## config.mk

```make
export PLATFORM = sky130hd
export DESIGN_NAME = xprog_loader
export DESIGN_NICKNAME = d
export VERILOG_FILES = /design/src/rtl/xprog_loader_pkg.sv /design/src/rtl/xprog_loader_asm.sv /design/src/rtl/xprog_loader.sv
export SDC_FILE = /design/constraint.sdc
export NUM_CORES = 1
export LEC_CHECK = 0
export CORE_AREA = 2 2 133 135
export CTS_CLUSTER_SIZE = 10
export DETAILED_ROUTE_END_ITERATION = 12
export DIE_AREA = 0 0 135 137
export DONT_BUFFER_PORTS = 1
export PLACE_DENSITY = 0.76
export SLEW_MARGIN = 20
export SYNTH_ARGS = -nofsm -noshare
export SYNTH_HDL_FRONTEND = slang
export SYNTH_HIERARCHICAL = 1
export SYNTH_SLANG_ARGS = --single-unit
```

## constraint.sdc

```tcl
create_clock -name clk -period 11.41 [get_ports clk]
set_input_delay 0.5705 -clock clk [delete_from_list [all_inputs] [get_ports clk]]
set_output_delay 0.5705 -clock clk [all_outputs]
set_load 0.03 [all_outputs]
```

## src/rtl/xprog_loader_pkg.sv

```systemverilog
// Shared definitions for the program RAM loader: FSM state encodings,
// error codes and a small state-classification helper.
package xprog_loader_pkg;

    typedef enum logic [1:0] {
        ST_IDLE  = 2'd0,
        ST_RECV  = 2'd1,
        ST_WRITE = 2'd2,
        ST_CSUM  = 2'd3
    } state_e;

    localparam logic [1:0] ERR_NONE    = 2'b00;
    localparam logic [1:0] ERR_CSUM    = 2'b01;
    localparam logic [1:0] ERR_TIMEOUT = 2'b10;
    localparam logic [1:0] ERR_ABORT   = 2'b11;

    // States in which the loader is consuming stream bytes.
    function automatic logic isStreamState(input state_e s);
        return (s == ST_RECV) || (s == ST_CSUM);
    endfunction

endpackage

```

## src/rtl/xprog_loader_asm.sv

```systemverilog
// Byte-to-word assembler: packs accepted bytes little-endian into a DATA_W word.
// word_o already includes the byte strobed this cycle, so a completed word is usable immediately.
module xprog_loader_asm #(
    parameter int DATA_W = 32
) (
    input  logic              clk,
    input  logic              rst,
    input  logic              clear_i,
    input  logic              strobe_i,
    input  logic [7:0]        byte_i,
    output logic [DATA_W-1:0] word_o,
    output logic              word_full_o
);

    localparam int NBYTES = DATA_W / 8;
    localparam int CNT_W  = (NBYTES > 1) ? $clog2(NBYTES) : 1;
    localparam logic [CNT_W-1:0] LAST_BYTE = CNT_W'(NBYTES - 1);

    logic [CNT_W-1:0]  cnt_q, cnt_d;
    logic [DATA_W-1:0] word_q, word_d;

    always_comb begin
        cnt_d  = cnt_q;
        word_d = word_q;
        if (clear_i) begin
            cnt_d  = '0;
            word_d = '0;
        end else if (strobe_i) begin
            word_d[cnt_q*8 +: 8] = byte_i;
            cnt_d = (cnt_q == LAST_BYTE) ? '0 : cnt_q + 1'b1;
        end
    end

    always_ff @(posedge clk or posedge rst) begin
        if (rst) begin
            cnt_q  <= '0;
            word_q <= '0;
        end else begin
            cnt_q  <= cnt_d;
            word_q <= word_d;
        end
    end

    assign word_o      = word_d;
    assign word_full_o = strobe_i && !clear_i && (cnt_q == LAST_BYTE);

endmodule

```

## src/rtl/xprog_loader.sv

```systemverilog
// Boot/reload sequencer: assembles a byte stream into words, writes them to the
// program RAM from a base address, and validates the load with a trailing checksum word.
module xprog_loader
    import xprog_loader_pkg::*;
#(
    parameter int ADDR_W    = 10,
    parameter int DATA_W    = 32,
    parameter int TIMEOUT_W = 16
) (
    input  logic              clk,
    input  logic              rst,
    input  logic              start,
    input  logic              abort,
    input  logic [ADDR_W-1:0] base_addr,
    input  logic [ADDR_W:0]   len,
    input  logic              byte_valid,
    input  logic [7:0]        byte_data,
    output logic              byte_ready,
    output logic              dma_sel,
    output logic              dma_we,
    output logic [ADDR_W-1:0] dma_addr,
    output logic [DATA_W-1:0] dma_data,
    output logic              busy,
    output logic              cpu_hold,
    output logic              done,
    output logic              err,
    output logic [1:0]        err_code
);

    // Timeout fires on the idle cycle that would bring the counter to all-ones.
    localparam logic [TIMEOUT_W-1:0] TO_LAST = {{(TIMEOUT_W-1){1'b1}}, 1'b0};

    state_e            state_q, state_d;
    logic [ADDR_W-1:0] base_q, base_d;
    logic [ADDR_W:0]   len_q, len_d;
    logic [ADDR_W:0]   idx_q, idx_d;
    logic [DATA_W-1:0] sum_q, sum_d;
    logic [TIMEOUT_W-1:0] to_q, to_d;
    logic [ADDR_W-1:0] addr_q, addr_d;
    logic [DATA_W-1:0] data_q, data_d;
    logic              done_q, done_d;
    logic              err_q, err_d;
    logic [1:0]        code_q, code_d;

    logic              streaming;
    logic              xfer;
    logic              timeout;
    logic              asmClear;
    logic [DATA_W-1:0] asmWord;
    logic              asmFull;

    assign streaming = isStreamState(state_q);
    assign xfer      = byte_valid && streaming;
    assign timeout   = streaming && !xfer && (to_q == TO_LAST);
    assign asmClear  = (state_q == ST_IDLE) && start;

    xprog_loader_asm #(
        .DATA_W (DATA_W)
    ) u_asm (
        .clk         (clk),
        .rst         (rst),
        .clear_i     (asmClear),
        .strobe_i    (xfer),
        .byte_i      (byte_data),
        .word_o      (asmWord),
        .word_full_o (asmFull)
    );

    always_comb begin
        to_d = '0;
        if (streaming && !xfer) begin
            to_d = to_q + 1'b1;
        end
    end

    always_comb begin
        state_d = state_q;
        base_d  = base_q;
        len_d   = len_q;
        idx_d   = idx_q;
        sum_d   = sum_q;
        addr_d  = addr_q;
        data_d  = data_q;
        done_d  = 1'b0;
        err_d   = err_q;
        code_d  = code_q;

        case (state_q)
            ST_IDLE: begin
                if (start) begin
                    base_d  = base_addr;
                    len_d   = len;
                    idx_d   = '0;
                    sum_d   = '0;
                    err_d   = 1'b0;
                    code_d  = ERR_NONE;
                    state_d = (len != '0) ? ST_RECV : ST_CSUM;
                end
            end
            ST_RECV: begin
                if (timeout) begin
                    state_d = ST_IDLE;
                    err_d   = 1'b1;
                    code_d  = ERR_TIMEOUT;
                end else if (asmFull) begin
                    // Latch the write beat now so the RAM port stays stable afterwards.
                    addr_d  = base_q + idx_q[ADDR_W-1:0];
                    data_d  = asmWord;
                    state_d = ST_WRITE;
                end
            end
            ST_WRITE: begin
                sum_d   = sum_q + data_q;
                idx_d   = idx_q + 1'b1;
                state_d = (idx_d == len_q) ? ST_CSUM : ST_RECV;
            end
            ST_CSUM: begin
                if (timeout) begin
                    state_d = ST_IDLE;
                    err_d   = 1'b1;
                    code_d  = ERR_TIMEOUT;
                end else if (asmFull) begin
                    state_d = ST_IDLE;
                    if (asmWord == sum_q) begin
                        done_d = 1'b1;
                    end else begin
                        err_d  = 1'b1;
                        code_d = ERR_CSUM;
                    end
                end
            end
            default: state_d = ST_IDLE;
        endcase

        // Abort outranks timeout and completion; a WRITE in flight still drives the RAM this cycle.
        if ((state_q != ST_IDLE) && abort) begin
            state_d = ST_IDLE;
            done_d  = 1'b0;
            err_d   = 1'b1;
            code_d  = ERR_ABORT;
        end
    end

    always_ff @(posedge clk or posedge rst) begin
        if (rst) begin
            state_q <= ST_IDLE;
            base_q  <= '0;
            len_q   <= '0;
            idx_q   <= '0;
            sum_q   <= '0;
            to_q    <= '0;
            addr_q  <= '0;
            data_q  <= '0;
            done_q  <= 1'b0;
            err_q   <= 1'b0;
            code_q  <= ERR_NONE;
        end else begin
            state_q <= state_d;
            base_q  <= base_d;
            len_q   <= len_d;
            idx_q   <= idx_d;
            sum_q   <= sum_d;
            to_q    <= to_d;
            addr_q  <= addr_d;
            data_q  <= data_d;
            done_q  <= done_d;
            err_q   <= err_d;
            code_q  <= code_d;
        end
    end

    assign byte_ready = streaming;
    assign dma_sel    = (state_q == ST_WRITE);
    assign dma_we     = (state_q == ST_WRITE);
    assign dma_addr   = addr_q;
    assign dma_data   = data_q;
    assign busy       = (state_q != ST_IDLE);
    assign cpu_hold   = (state_q != ST_IDLE);
    assign done       = done_q;
    assign err        = err_q;
    assign err_code   = code_q;

endmodule

```

[Yosys cells after proc, flatten, opt, wreduce, memory -nomap -nowiden]
Cells that the tools add are included.
Storage, ports and cells
  register bits after elaboration: 162
  output and inout port bits: 51
  bits in latches: 0
  bits of input ports: 34
  logic and storage cells: 95
  memories kept: 0
  ROM bits: 0
  memory bits (writable): 0
Operators by class
  reduce and logical (&&, ||, !) cells: 21
  multiply operators: 0
  bitwise gates (word level): 1
  magnitude comparators: 0
  mux-type cells: 39
  eq/ne operators: 13
  shift-type cells: 2
  div/mod/pow operators: 0
  $add $sub $neg: 6
Operators by type and width (count)
  two-way mux 32 bit: 3
  case mux 32 bit (2 select lines): 1
  two-way mux 2 bit: 17
  negation 5 -> 34 bit: 1
  variable shift 8 x 34 -> 32 bit, first input constant: 1
  variable part select 8 x 34 -> 32 bit: 1
  adder 32 bit: 1
  bitwise mux 32 bit: 1
  equality test 32 bit: 1
  case mux 11 bit (2 select lines): 1
  adder 16 x 1 -> 16 bit, second input constant: 1
  equality test 16 bit, second input constant: 1
  two-way mux 16 bit: 1
  != test 4 x 3 -> 1 bit, second input constant: 3
  adder 11 x 1 -> 11 bit, second input constant: 1
  equality test 11 bit: 1
  two-way mux 1 bit: 11
  two-way mux 11 bit: 1
  nonzero test 11 bit: 1
  adder 10 bit: 1
  case mux 2 bit (4 select lines): 1
  logical AND 1 bit: 7
  equality test 2 bit, second input constant: 3
  != test 3 x 2 -> 1 bit, second input constant: 2
  14 further kinds: 19

[Logic depth before layout (Yosys ltp)]
Gate-level depths: netlist (run 1).
  depth in word-level cells: 11
  mapped depth: 15
  gate-level depth less buffers: 13

[Modules after synthesis]
The synthesis (run 1) kept the hierarchy.
By module, submodules not included
  xprog_loader: times used 1, cells each 771, seq. area each 3203.1 µm², area each 7587.3 µm²
  xprog_loader_asm: times used 1, cells each 160, seq. area each 850.8 µm², area each 1607.8 µm²

[Least setup slack after synthesis (run 1)]
Ideal clock, no wire load.
  kind: register to register
  start point: register state_q[1]
  end point: register code_q[0] (netlist: err_code[0])
  data arrival time: 3243 ps
  library setup time: 125 ps
  path slack: 8042 ps
  period minus slack after synthesis: 3368 ps
  cell stages (with the launch flop): 16
  required time: 11285 ps
  buffers on the path: 4
  cell sequence: dfrtp_1 nor2_1 and2_1 clkbuf_1 clkbuf_1 clkbuf_1 buf_1 a21oi_1 xor2_1 nor4_1 nand4_1 nor4_1 nand4_1 nor3_1 a211oi_1 mux2_2
Between the ends
  elaborated cells between the ends (all ways): 26
  those cells by class: eq/ne (7); mux (5); reduce/logical (14)
RTL lines
  start: declaration: line xprog_loader.sv:33  | state_e state_q, state_d;
  start signal: assignment: line xprog_loader.sv:158  | state_q <= state_d;
  zero test 2 bit: line xprog_loader.sv:55  | assign asmClear = (state_q == ST_IDLE) && start;
  logical AND 1 bit: line xprog_loader.sv:55
  via asmClear: line xprog_loader.sv:48  | logic asmClear;
  two-way mux 32 bit: line xprog_loader_asm.sv:25  | if (clear_i) begin
  via asmWord[29]: line xprog_loader.sv:49  | logic [DATA_W-1:0] asmWord;
  equality test 32 bit: line xprog_loader.sv:124  | if (asmWord == sum_q) begin
  != test 4 x 3 -> 1 bit (no source line)
  AND reduction 5 bit (no source line)
  end signal: assignment: line xprog_loader.sv:168  | code_q <= code_d;
  end: declaration: line xprog_loader.sv:43  | logic [1:0] code_q, code_d;
The timed path passes the listed nets, and every way through them passes these cells.
A chain may end at the register's enable or synchronous reset.

[Worst setup path after layout (run 1)]
  start point: register state_q[0]
  end point: register code_q[1] (netlist: err_code[1])
Between the ends
  elaborated cells between the ends (all ways): 26
  those cells by class: eq/ne (7); mux (5); reduce/logical (14)
RTL lines
  equality test 2 x 1 -> 1 bit or equality test 2 bit (tied branches): line xprog_loader_pkg.sv:19  | return (s == ST_RECV) || (s == ST_CSUM);
  logical OR 1 bit *: line xprog_loader_pkg.sv:19
  logical AND 1 bit *: line xprog_loader.sv:53  | assign xfer = byte_valid && streaming;
  via xfer: line xprog_loader.sv:46  | logic xfer;
  two-way mux 32 bit *: line xprog_loader_asm.sv:28  | end else if (strobe_i) begin
  two-way mux 32 bit *: line xprog_loader_asm.sv:25
  via asmWord[29]: line xprog_loader.sv:49
  equality test 32 bit *: line xprog_loader.sv:124
  != test 4 x 3 -> 1 bit (no source line) *
  AND reduction 5 bit (no source line) *
The timed path passes the listed nets; every way through them passes the cells marked *.

==> impl_results.md, run 1 <==
- Post-CTS sizing: 0
- Synthesized flop and latch total: 162
- Final period util: a little over two fifths
- Via count: a little over 7,000
- Commonest register cell after synthesis: dfrtp_1
- First-pass GRT wire length: between 30 and 40 mm
- Slew HR: 21.4%
- Fmax: approximately 210 MHz
- Max cap viols: 0
- Layout Cells excl Fill: about 1,200
- CP Launch Type: flop
- Outcome: finished clean
- Drt pass-1 iters: 5
- Area taken by multi-input logic gates: just under 5000 sq um
- Largest net degree at the start of global routing: 69
- Worst ir drop on vdd: about 110 uV
- Post-Place Cells: approximately 1,100
- Worst setup EP type: flop
- Core area: about 17,000 sq um
- Die X-Extent: about 140 um
- Complex-gate fraction of the synthesized area: 14.6%
- Syn Inst Count: between 900 and 1,000
- Simple-Gate Fraction of Synth Area: 15.3%
- Syn. warnings: 6
- CP startpoint: state_q[0]
- Worst EP arrival: 5.17 ns
- Hold buffers post-CTS: 0
- DR WL/cell: approximately 19 um
- P per Cell Area: between 100 and 150 nW/um^2
- DR vias/cell: approximately 6.1
- Post-synthesis cell type count: 63
- I/O Buffers: 0
- Fin Clk Skew: 0.0120 ns
- Buf/Inv on CP: 0
- Nets: approximately 1,000
- # DRC: 0
- Post-synthesis adder-cell area fraction: under 10%
- Synthesized area: 9200 sq um
- Initial drt markers: 600
- Xor/xnor share of the synthesized area: 8.76%
- CTS buffer count: 17
- Slowest CP cell: nor4bb_1
- Ys async rst share: 100%
- Final Hold Vio Count: 0
- Post-synth top area share: between 40% and 50%
- H-tree levels: 4
- Synthesized Nets: 1,016
- Hold Crit Class: primary input to async pin
- Pins Over Slew Limit: 0
- Top cell family by delay on the critical path: simple AND/OR/NAND/NOR gates
- RSZ-0062 raised after global routing: no
- Final setup viols: 0
- Most frequent cell after synthesis: dfrtp_1
- Critical-path cell list: and2_1, nor4bb_1, nand4b_1, a21oi_1, xor2_1, nor4_1, nand4_1, nor4_1, nand4_1, nor3_1, a211oi_1, mux2_2
- Layout cells sized above 1: a little over a tenth
- Rows: between 40 and 50
- Root Buffer: clkbuf_16
- Critical Path RT: around 12 ns
- Minimum clock period: about 4.9 ns
- DPL Wire Length: approximately 16 mm
- Ranking of synthesized cells by area: dfrtp_1 44%, mux2_2 6.7%, ha_1 6.7%, xor2_1 5.0%, nand2_1 4.2%
- Initial antenna violation count: 0
- Commonest cells post-synth: 162 x dfrtp_1, 103 x nand2_1, 65 x o21ai_0, 61 x a21oi_1, 57 x nor2_1
- Clk sink count: roughly 160
- Full die area: roughly 18,000 sq um
- Post-synthesis mux area share: just under 7%
- Leading area contributor after synthesis: dfrtp_1
- Global Route Usage Sum: roughly 25%
- Setup CP Type: flop to flop
- Final WL: around 22 mm
- CTS tree: done
- Critical path's largest stage delay: 1.00 ns
- Static leakage: approximately 4.6 nW
- Reg area: roughly 4100 sq um
- Io pins: 85
- CP Max Fanout: 25
- Fillers: 1,447
- # Post-CTS Setup Buffers: 0
- Total gr overflow: 0
- Setup TNS: 0 ns
- Initial Utilization: a little over half
- GPL Wtd Cong: 0.891
- Avg Cell Area, Syn: about 10 sq um
- EDFF count, synth: 0
- Flop2flop setup slack: 6.56 ns
- Clk pin slew, worst setup/hold paths: roughly 0.06 ns
- Reg2Reg Launch Point: state_q[0]
- Vias in the first global route: a little under 7,000
- Seq/Total Area, Yosys: between 40 and 50%
- Antenna violation net count after detailed routing: 0
- Antenna cells: 0
- Main combinational cell family by area after synthesis: simple AND/OR/NAND/NOR gates
- Maximum root-to-sink buffer count: 2
- Clock insertion delay at the later pin of the skew report: around 0.43 ns
- Die Y-Extent: 137 um
- Tightest Pin Transition: roughly 1.2 ns
- Area grow syn2layout: 8.33%
==> metrics by stage <==
step	area, sq um	hold WS (ns)	setup slack, ns	util, %	total power, W
after global placement	9350	0.482	6.92	54.8	0.000839
after detailed placement	9350	0.504	6.66	54.8	0.000846
final	9960	0.0694	6.56	58.4	0.00143
after CTS	9960	0.0971	6.68	58.4	0.00144
after floorplan	9200	0.469	7.43	-	0.000811
after global routing	9960	0.114	6.30	58.4	0.00149
==> cells by family (layout without fill, tap and decap cells) <==
family          count (synthesis)  count (layout)
compound gates                215             215
xor+xnor                       92              92
fa+ha+maj                      51              51
buf+inv                        73              68
flops                         162             162
mux                            56              56
simple gates                  282             282
==> placed cells by master, fill, tap and decap left out, types with 12 or more instances in the layout <==
master     Yosys  routed
nand3_1       16      15
inv_1         31      30
a21o_1        16      16
a21oi_1       61      61
nor2_1        57      57
nand4_1       34      34
xnor2_1       40      40
o21ai_0       65      65
nor3_1        12      12
dfrtp_1      162     162
ha_1          49      49
nand2_1      103     103
xor2_1        52      52
clkbuf_16      0      17
mux2_2        55      55
==> flip-flops by register name, summed over array words and instances (netlist names), 10 cells and up <==
signal        cells
len_q            11
idx_q            11
u_asm/word_q     32
sum_q            32
base_q           10
dma_data         32
dma_addr         10
to_q             16
==> where the power goes <==
group,switching [W],total (W),internal [W]
clock,0.000239,0.000596,0.000358
combinational,0.000106,0.000178,0.0000723
sequential,0.0000491,0.000659,0.000609
==> final timing paths <==
path | endpoint | cells after the start
max in group asynchronous | sum_q[8] | 2
setup reg to reg | err_code[1] | 12
min in group clk | err | 1
hold reg to reg | base_q[5] | 1
setup / recovery | err_code[1] | 12
hold / removal | sum_q[24] | 1
==> layout make-up <==
class	instances	share of cell area, %
sequential	162	40.7
multi-input combinational	696	48.7
inverter	31	1.22
tap	225	2.83
timing repair buffer	5	0.377
clock inverter	11	1.56
clock buffer	21	4.62
==> per-layer routing <==
layer  vias up  track usage (%)  part of all wire [%]
met3        45             7.22                   8.5
met5         -                0                     0
met1      3447             33.6                    43
li1       3299                -                     -
met4         0             9.49                   2.7
met2       247             38.0                    46
(Power assumes the default switching activity.)
==> run 2: changes to the inputs <==
- PLACE_DENSITY: 0.76 -> 0.79
- clock period: 11.41 -> 4.2 ns (I/O delays scaled with it)
==> run 2 against run 1 <==
Non-clock buffer count grew 41. Global-route usage increased by 2.7 points. Sequential share of layout area fell by 1.6 points. Sequential power rose to 2.7 times the previous value. Sequential cell count unchanged. Register-to-register slack got worse by 6.1 ns. Die area unchanged. Fmax grew 28%. First-iteration DRC count grew 3.2%. Clock power increased to 2.9 times the previous value. Count of clock-buffer cells in the layout is 4 lower. Highest routed layer unchanged.
==> impl_results.md, run 2 (synthesis results as in run 1) <==
- Outcome: finished clean (unchanged)
- Root Buffer: clkbuf_16 (unchanged)
- CP Launch Type: flop (unchanged)
- Clk sink count: 162 (unchanged)
- Initial antenna violation count: 0 (unchanged)
- Slew HR: 37.9% (was 21.4%)
- Final setup viols: 0 (unchanged)
- Fmax: 264 MHz (was 206 MHz)
- First-pass GRT wire length: 39.2 mm (was 35.7 mm)
- Reg2Reg Launch Point: u_asm/cnt_q[1] (was state_q[0])
- Io pins: 85 (unchanged)
- DR vias/cell: 6.11 (about the same)
- GPL Wtd Cong: 0.954 (was 0.891)
- Area taken by multi-input logic gates: 4850 sq um (unchanged)
- # DRC: 0 (unchanged)
- Reg area: 4050 sq um (unchanged)
- Total Power: 0.00402 W (was 0.00143 W)
- Via count: 7,292 (was 7,038)
- Capturing point of the worst reg2reg path: err_code[0] (was err_code[1])
- Initial drt markers: 619 (was 600)
- Worst hold endpoint: u_asm/word_q[31]
- Setup TNS: 0 ns (unchanged)
- Nets: 1,039 (was 998)
- Minimum clock period: 3.78 ns (was 4.85 ns)
- Post-CTS sizing: 0 (unchanged)
- Final WL: 24.2 mm (was 22.3 mm)
- Reg2Reg Depth: 13 (was 12)
- CTS tree: done (unchanged)
- Tightest Pin Transition: 0.931 ns (was 1.16 ns)
- Vias in the first global route: 7,249 (was 6,746)
- Worst EP arrival: 4.11 ns (was 5.17 ns)
- CTS buffer count: 17 (unchanged)
- RSZ-0062 raised after global routing: no (unchanged)
- Fillers: 1,386 (was 1,447)
- Hold Crit Class: primary input to flop (was primary input to async pin)
- I/O Buffers: 0 (unchanged)
- Die X-Extent: 135 um (unchanged)
- Most frequent cells in the layout: 162 x dfrtp_1, 103 x nand2_1, 65 x o21ai_0 (unchanged)
- Static leakage: 4.79 nW (was 4.60 nW)
- # Post-CTS Setup Buffers: 0 (unchanged)
- Global Route Usage Sum: 27.5% (was 24.8%)
- Drt pass-1 iters: 5 (unchanged)
- Maximum root-to-sink buffer count: 2 (unchanged)
- Hold Path Stages: 2
- Total gr overflow: 0 (unchanged)
- Clock insertion delay at the later pin of the skew report: 0.44 ns (was 0.43 ns)
- Critical Path RT: 4.53 ns (was 11.72 ns)
- Layout cells sized above 1: 11.7% (was 10.9%)
- Final period util: 90.1% (was 42.5%)
- Min-delay src: byte_data[7]
- P per Cell Area: 388 nW/um^2 (was 144 nW/um^2)
- Fin Clk Skew: 0.00668 ns (was 0.0120 ns)
- Worst setup EP type: flop (unchanged)
- Rows: 48 (unchanged)
- Worst ir drop on vdd: 371 uV (was 113 uV)
- Setup CP Type: flop to flop (unchanged)
- CP Max Fanout: 12 (was 25)
- DR WL/cell: 20.3 um (was 19.4 um)
- CP startpoint: u_asm/cnt_q[1] (was state_q[0])
- Pins Over Slew Limit: 0 (unchanged)
- H-tree levels: 4 (unchanged)
- Die Y-Extent: 137 um (unchanged)
- Full die area: 18,500 sq um (unchanged)
- Largest net degree at the start of global routing: 100 (was 69)
- Final Hold Vio Count: 0 (unchanged)
- Commonest non-fill, non-tap cell in the layout: dfrtp_1 (unchanged)
- Initial Utilization: 53.9% (unchanged)
- DPL Wire Length: 16.7 mm (was 15.7 mm)
- Core area: 17,100 sq um (unchanged)
- Max cap viols: 0 (unchanged)
- Area grow syn2layout: 12.9% (was 8.33%)
- Antenna violation net count after detailed routing: 0 (unchanged)
- Clk pin slew, worst setup/hold paths: 0.07 ns (was 0.06 ns)
- Flop2flop setup slack: 0.42 ns (was 6.56 ns)
-- run 2: cell types whose count changed in the layout (fill, tap and decap cells not counted), moves of 2 or more --
cell and delta:
inv_8 +2, clkbuf_1 -2, buf_4 +9, clkbuf_8 -2, clkinv_4 -3, dlygate4sd3_1 +31, clkinv_2 +2
-- run 2: how the worst max path moves through the flow --
stage	to	slack [ns]
after floorplan	base_q[0]	0.58
after global placement	err_code[1]	0.62
after detailed placement	err_code[1]	0.46
after CTS	err_code[0]	0.45
after global routing	err_code[0]	0.04
final	err_code[0]	0.42
-- run 2: power by group --
part / switching, W / leakage (nW) / internal [W]
Clock: 0.000691 / 0.307 / 0.00100
Sequential: 0.000119 / 2.20 / 0.00166
Combinational: 0.000326 / 2.28 / 0.000228
Total: 0.00114 / 4.79 / 0.00289
-- run 2: through the flow --
stage	std cells	instance area, sq um	setup WS (ns)	util (%)	hold WS [ns]
finish	1193	10400	0.418	60.8	0.0119
global route	1192	10400	0.0430	60.8	0.0158
CTS	1192	10400	0.453	60.8	0.000632
detailed placement	1129	9430	0.461	55.3	0.245
global placement	1129	9430	0.621	55.3	0.238
floorplan	931	9200	0.577	-	0.295
-- run 2: layout make-up --
| type | instances | share of cell area (%) |
|---|---|---|
| clock buffer | 17 | 4.10 |
| clock inverter | 15 | 2.00 |
| multi-input combinational | 696 | 46.7 |
| antenna | 1 | 0.0241 |
| sequential | 162 | 39.1 |
| tap | 225 | 2.71 |
| timing repair buffer | 46 | 4.20 |
| inverter | 31 | 1.17 |
-- run 2: per-layer routing --
metal  track usage [%]  vias up  wire length (um)
met5                 0        -                 0
met4              8.22        0               459
met3              7.59       42              1990
met2              44.6      262             11600
met1              36.4     3626             10200
li1                  -     3362                 -
-- run 2: what timing repair did --
action,in CTS,in global routing
hold endpoints to repair,165,0
hold buffers,31,0
setup endpoints to repair,0,0
-- run 2: critical path, stage by stage (launching register included) --
cell,delay (ns)
dfrtp_1,0.42
inv_1,0.11
ha_1,0.49
nor4b_4,0.47
nand4_1,0.16
a21oi_1,0.26
xor2_1,0.13
nor4_1,0.29
nand4_1,0.12
nor4_1,0.31
nand4_1,0.13
nor3_1,0.34
a211oi_1,0.16
mux2_2,0.30
